[config.mk]
export PLATFORM = sky130hd
export DESIGN_NAME = key_load_ctrl
export DESIGN_NICKNAME = d
export VERILOG_FILES = /design/src/rtl/key_load_ctrl.sv
export SDC_FILE = /design/constraint.sdc
export NUM_CORES = 1
export LEC_CHECK = 0
export ABC_AREA = 1
export CAP_MARGIN = 20
export CORE_MARGIN = 2
export CORE_UTILIZATION = 55
export CTS_CLUSTER_DIAMETER = 100
export DETAILED_ROUTE_END_ITERATION = 8
export PLACE_DENSITY = 0.88
export SETUP_SLACK_MARGIN = 0.05
export SLEW_MARGIN = 20
export SYNTH_ARGS = -nofsm -noshare
export SYNTH_HDL_FRONTEND = slang
export SYNTH_SLANG_ARGS = --single-unit
[constraint.sdc]
create_clock -name clk -period 1.8 [get_ports clk]
set_input_delay 0.45 -clock clk [delete_from_list [all_inputs] [get_ports clk]]
set_output_delay 0.45 -clock clk [all_outputs]
set_load 0.02 [all_outputs]
[src/rtl/key_load_ctrl.sv]
// key_load_ctrl: receives a serial key plus an even-parity bit and presents a
// parity-checked key to a logic-locked core. Repeated parity failures lock the
// block out until reset. Partial or failed keys are never driven onto key_out.
module key_load_ctrl #(
  parameter int unsigned KEY_W    = 8,
  parameter int unsigned MAX_FAIL = 3
) (
  input  logic             clk,
  input  logic             rst_n,
  input  logic             load_start,
  input  logic             key_sen,
  input  logic             key_sdi,
  output logic [KEY_W-1:0] key_out,
  output logic             key_valid,
  output logic             busy,
  output logic             load_err,
  output logic             lockout
);

  localparam int unsigned CNT_W  = $clog2(KEY_W + 1);
  localparam int unsigned FAIL_W = 4;

  typedef enum logic [2:0] {
    IDLE    = 3'd0,
    SHIFT   = 3'd1,
    CHECK   = 3'd2,
    VALID   = 3'd3,
    LOCKOUT = 3'd4
  } state_t;

  state_t             state, stateNxt;
  logic [KEY_W-1:0]   shiftReg, shiftNxt;
  logic [CNT_W-1:0]   bitCnt, bitCntNxt;
  logic [FAIL_W-1:0]  failCnt, failCntNxt;
  logic               parityBit, parityNxt;
  logic [KEY_W-1:0]   keyOutNxt;
  logic               keyValidNxt, busyNxt, loadErrNxt, lockoutNxt;

  // State, datapath and registered outputs
  always_ff @(posedge clk or negedge rst_n) begin
    if (!rst_n) begin
      state     <= IDLE;
      shiftReg  <= '0;
      bitCnt    <= '0;
      failCnt   <= '0;
      parityBit <= 1'b0;
      key_out   <= '0;
      key_valid <= 1'b0;
      busy      <= 1'b0;
      load_err  <= 1'b0;
      lockout   <= 1'b0;
    end else begin
      state     <= stateNxt;
      shiftReg  <= shiftNxt;
      bitCnt    <= bitCntNxt;
      failCnt   <= failCntNxt;
      parityBit <= parityNxt;
      key_out   <= keyOutNxt;
      key_valid <= keyValidNxt;
      busy      <= busyNxt;
      load_err  <= loadErrNxt;
      lockout   <= lockoutNxt;
    end
  end

  // Next-state, shift/check datapath and next output values
  always_comb begin
    stateNxt    = state;
    shiftNxt    = shiftReg;
    bitCntNxt   = bitCnt;
    failCntNxt  = failCnt;
    parityNxt   = parityBit;
    keyOutNxt   = key_out;
    keyValidNxt = key_valid;
    loadErrNxt  = 1'b0;
    lockoutNxt  = lockout;

    case (state)
      IDLE: begin
        if (load_start) begin
          stateNxt  = SHIFT;
          bitCntNxt = '0;
          shiftNxt  = '0;
        end
      end
      SHIFT: begin
        if (key_sen) begin
          if (bitCnt == CNT_W'(KEY_W)) begin
            parityNxt = key_sdi;
            stateNxt  = CHECK;
          end else begin
            shiftNxt  = KEY_W'({shiftReg, key_sdi});
            bitCntNxt = bitCnt + CNT_W'(1);
          end
        end
      end
      CHECK: begin
        if (^{shiftReg, parityBit} == 1'b0) begin
          keyOutNxt   = shiftReg;
          keyValidNxt = 1'b1;
          failCntNxt  = '0;
          stateNxt    = VALID;
        end else begin
          loadErrNxt = 1'b1;
          failCntNxt = failCnt + FAIL_W'(1);
          if (failCntNxt == FAIL_W'(MAX_FAIL)) begin
            lockoutNxt = 1'b1;
            stateNxt   = LOCKOUT;
          end else begin
            stateNxt = IDLE;
          end
        end
      end
      VALID: begin
        // Withdraw the old key before any new bit is shifted in
        if (load_start) begin
          keyOutNxt   = '0;
          keyValidNxt = 1'b0;
          bitCntNxt   = '0;
          shiftNxt    = '0;
          stateNxt    = SHIFT;
        end
      end
      LOCKOUT: begin
        keyOutNxt   = '0;
        keyValidNxt = 1'b0;
        lockoutNxt  = 1'b1;
      end
      default: begin
        stateNxt = IDLE;
      end
    endcase

    busyNxt = (stateNxt == SHIFT) || (stateNxt == CHECK);
  end

endmodule
==> results of run 1 <==
[cells by family (layout without fill, tap and decap cells)]
logic type	Yosys count	count (layout)	share of synthesized area (%)
AOI/OAI and AO/OA	24	24	8.532
xor gates and xnor gates	3	3	1.675
adders and majority gates	4	4	3.190
buffers and inverters	30	54	7.735
DFF	32	32	51.04
and+or+nand+nor	88	88	27.83
[tightest hold or removal path, delay by kind of cell, from the launching register on]
kind            cells  cell delay, ns
flops               1            0.35
compound gates      1            0.04
simple gates        1            0.05
[how the worst max path moves through the flow]
| stage | endpoint | slack [ns] | cells past startpoint |
|---|---|---|---|
| floorplan | bitCnt[2] | 0.51 | 8 |
| global placement | bitCnt[2] | 0.16 | 6 |
| detailed placement | bitCnt[2] | 0.1 | 6 |
| CTS | lockout | 0.05 | 1 |
| global route | busy | 0.06 | 1 |
| finish | busy | 0.09 | 1 |
[state kept, by name, summed over array words and instances, names as in the netlist]
| name | cells |
|---|---|
| bitCnt | 4 |
| busy | 1 |
| failCnt | 4 |
| key_out | 8 |
| key_valid | 1 |
| load_err | 1 |
| lockout | 1 |
| parityBit | 1 |
| shiftReg | 8 |
| state | 3 |
[power by group through the flow]
stage	clock, mW	combinational (mW)	sequential, mW
2_1_floorplan	0	0.887	1.19
3_3_place_gp	0	1.25	1.12
5_1_grt	0.455	1.42	1.14
6_report	0.424	1.25	1.11
4_1_cts	0.437	1.27	1.11
3_5_place_dp	0	1.30	1.13
[metrics by stage]
| step | hold slack [ns] | instances | worst slack (ns) | instance area [um^2] | power [mW] |
|---|---|---|---|---|---|
| 3_3_place_gp | 0.4562 | 228 | 0.1602 | 1767 | 2.369 |
| 2_1_floorplan | 0.1544 | 181 | 0.5113 | 1569 | 2.076 |
| 4_1_cts | 0.4823 | 236 | 0.05240 | 1815 | 2.818 |
| 5_1_grt | 0.4904 | 236 | 0.05666 | 1823 | 3.017 |
| 3_5_place_dp | 0.4596 | 228 | 0.09587 | 1767 | 2.435 |
| 6_report | 0.4700 | 236 | 0.09100 | 1823 | 2.791 |
[area by class of cell]
cell class	instances	area share, %
timing repair buffer	18	9.472
inverter	28	5.765
tap	31	2.128
multi-input combinational	119	35.48
sequential	32	43.93
clock buffer	8	3.226
[placed cells by master, fill, tap and decap left out]
cell type / netlist / final
o21ai_1: 7 / 7
clkbuf_1: 0 / 2
ha_1: 4 / 4
nand3_4: 1 / 1
a21oi_1: 3 / 3
dfrtp_1: 32 / 32
clkdlybuf4s50_1: 0 / 5
nor3_1: 1 / 1
o22ai_1: 8 / 8
nand2_4: 2 / 2
dlygate4sd2_1: 0 / 8
clkbuf_8: 0 / 1
dlymetal6s2s_1: 0 / 3
clkbuf_4: 0 / 5
nand2_2: 7 / 7
inv_2: 6 / 6
buf_4: 0 / 2
xor2_1: 3 / 3
nand2_1: 50 / 50
nand3b_1: 1 / 1
nor2_1: 5 / 5
nor3_4: 2 / 2
nand4_1: 1 / 1
o21ai_0: 5 / 5
inv_1: 22 / 22
a21oi_2: 1 / 1
nand3_2: 1 / 1
nand3_1: 17 / 17
[metal layers]
metal | vias to the layer above | wire length [um]
li1 | 629 | -
met1 | 574 | 1236
met2 | 27 | 1423
met3 | 4 | 134
met4 | 0 | 44
met5 | - | 0
[what timing repair did]
action / CTS / global route
hold buffers: 0 / 0
buffers inserted: 0 / 0
setup endpoints to repair: 8 / 3
resized for setup: 8 / 3
hold endpoints to repair: 0 / 0
==> metrics.csv, run 1 <==
metric,value,unit
"EDFF count, synth",0,
share of cells above drive strength 1,13.66,%
# Max-Cap Violations,0,
crit path kind,reg2out,
M3 GR Usage,4.082,%
hold crit path type,reg2reg,
initial antenna violation count,0,
total length of routed wires,2838,um
DR pass1 iterations,4,
final setup vio count,0,
Post-Syn Area per Cell,8.669,um^2
Main synth FF type,dfrtp_1,
DR WL/cell,12.03,um
CP bufs+invs,1,
maximum VDD drop,0.9698,mV
synth-to-layout area growth,16.19,%
most instantiated cells after synthesis,"nand2_1, dfrtp_1, inv_1",
largest area contributor in the synthesized netlist,dfrtp_1,
largest net degree at the start of global routing,33,
CP arrival,1.26,ns
grt met2 use,32.31,%
Overflow after GRT,0,
CP top delay family,buffers and inverters,
global routing usage on met1,24.59,%
end-of-flow core utilization,66.68,%
Clock Sinks,32,
endpoints failing hold,0,
Reg area,800.8,um^2
area share of the largest cell type after synthesis,51.04,%
Worst setup startpoint,busy,
Top Usage Layer GRT,met2,
hold path cells,2,
Slew @ Worst Pin,0.3960,ns
worst reg-to-reg setup slack,0.29,ns
global-route wire length before repair,4933,um
cell internal pwr,1.567,mW
Mapped Area,1569,um^2
Seq cells post-synth,32,
R2R Path End,bitCnt[2],
Power Density,1531,nW/um^2
diode count,0,
vias in the first global route,1154,
max_slew headroom,73.60,%
synth unique cells,23,
RSZ-0062 raised after global routing,false,
GP Congestion,0.8507,
"critical path fanouts, max",1,
GRT Util Overall,19.84,%
R2R cell count,6,
Tcrit/Tclk final,94.94,%
Switching Share,43.86,%
end of the worst hold path,lockout,
die area,3296,um^2
Clk pwr share,15.2,%
Reg2Reg Launch Point,state[2],
H-tree levels,2,
Die Height,57.41,um
Setup crit start kind,register,
Vias,1234,
DRT antenna net count,0,
worst clock skew,0.009052,ns
die width,57.41,um
Setup Total Neg Slack,0,ns
leakage,1.017,nW
initial core utilization,57.39,%
Worst Path Required,1.35,ns
Worst path max stage delay,0.59,ns
Synth async-reset ratio,100.0,%
I/O Buffers,16,
syn_nets,190,
Mapped Cells,181,
Nets,213,
footprint of the multi-input gates,646.9,um^2
row count,19,
Sequential Power Share,39.9,%
status,"finished, final reports clean",
part of the Yosys area used for sequential elements,51.04,%
reported net switching power,1.224,mW
post-DP HPWL,2158,um
Iteration-0 DRC Markers,57,
Placeable Area,2734,um^2
cts bufs inserted,5,
most frequent cell after synthesis,nand2_1,
critical path capture point type,output pin,
vias per cell,5.229,
Final Max Tran Viols,0,
Residual DRC,0,
maximum clock path buffer count,2,
HP Start,lockout,
Worst path slowest cell,clkdlybuf4s50_1,
fill count,217,
CP cell instances,clkdlybuf4s50_1,
TritonCTS clock tree,yes,
Ys Warns,0,
"CTS clk-pin slew, worst paths",0.10,ns
CTS root buf,clkbuf_4,
clk_lat worst skew,0.33,ns
combinational fraction of design power,44.9,%
Max Freq,585.1,MHz
"top cells by area, synth","dfrtp_1, nand2_1, nand3_1",
boundary pin count,17,
min cycle time layout,1.709,ns
Note: power is estimated with default switching activity, not from simulation.
==> run 2, diff against run 1 <==
ABC_CLOCK_PERIOD_IN_PS = 1800   (was unset)
==> results of run 2 <==
Same layout as run 1: the final DEF is identical, and so are final timing and power.
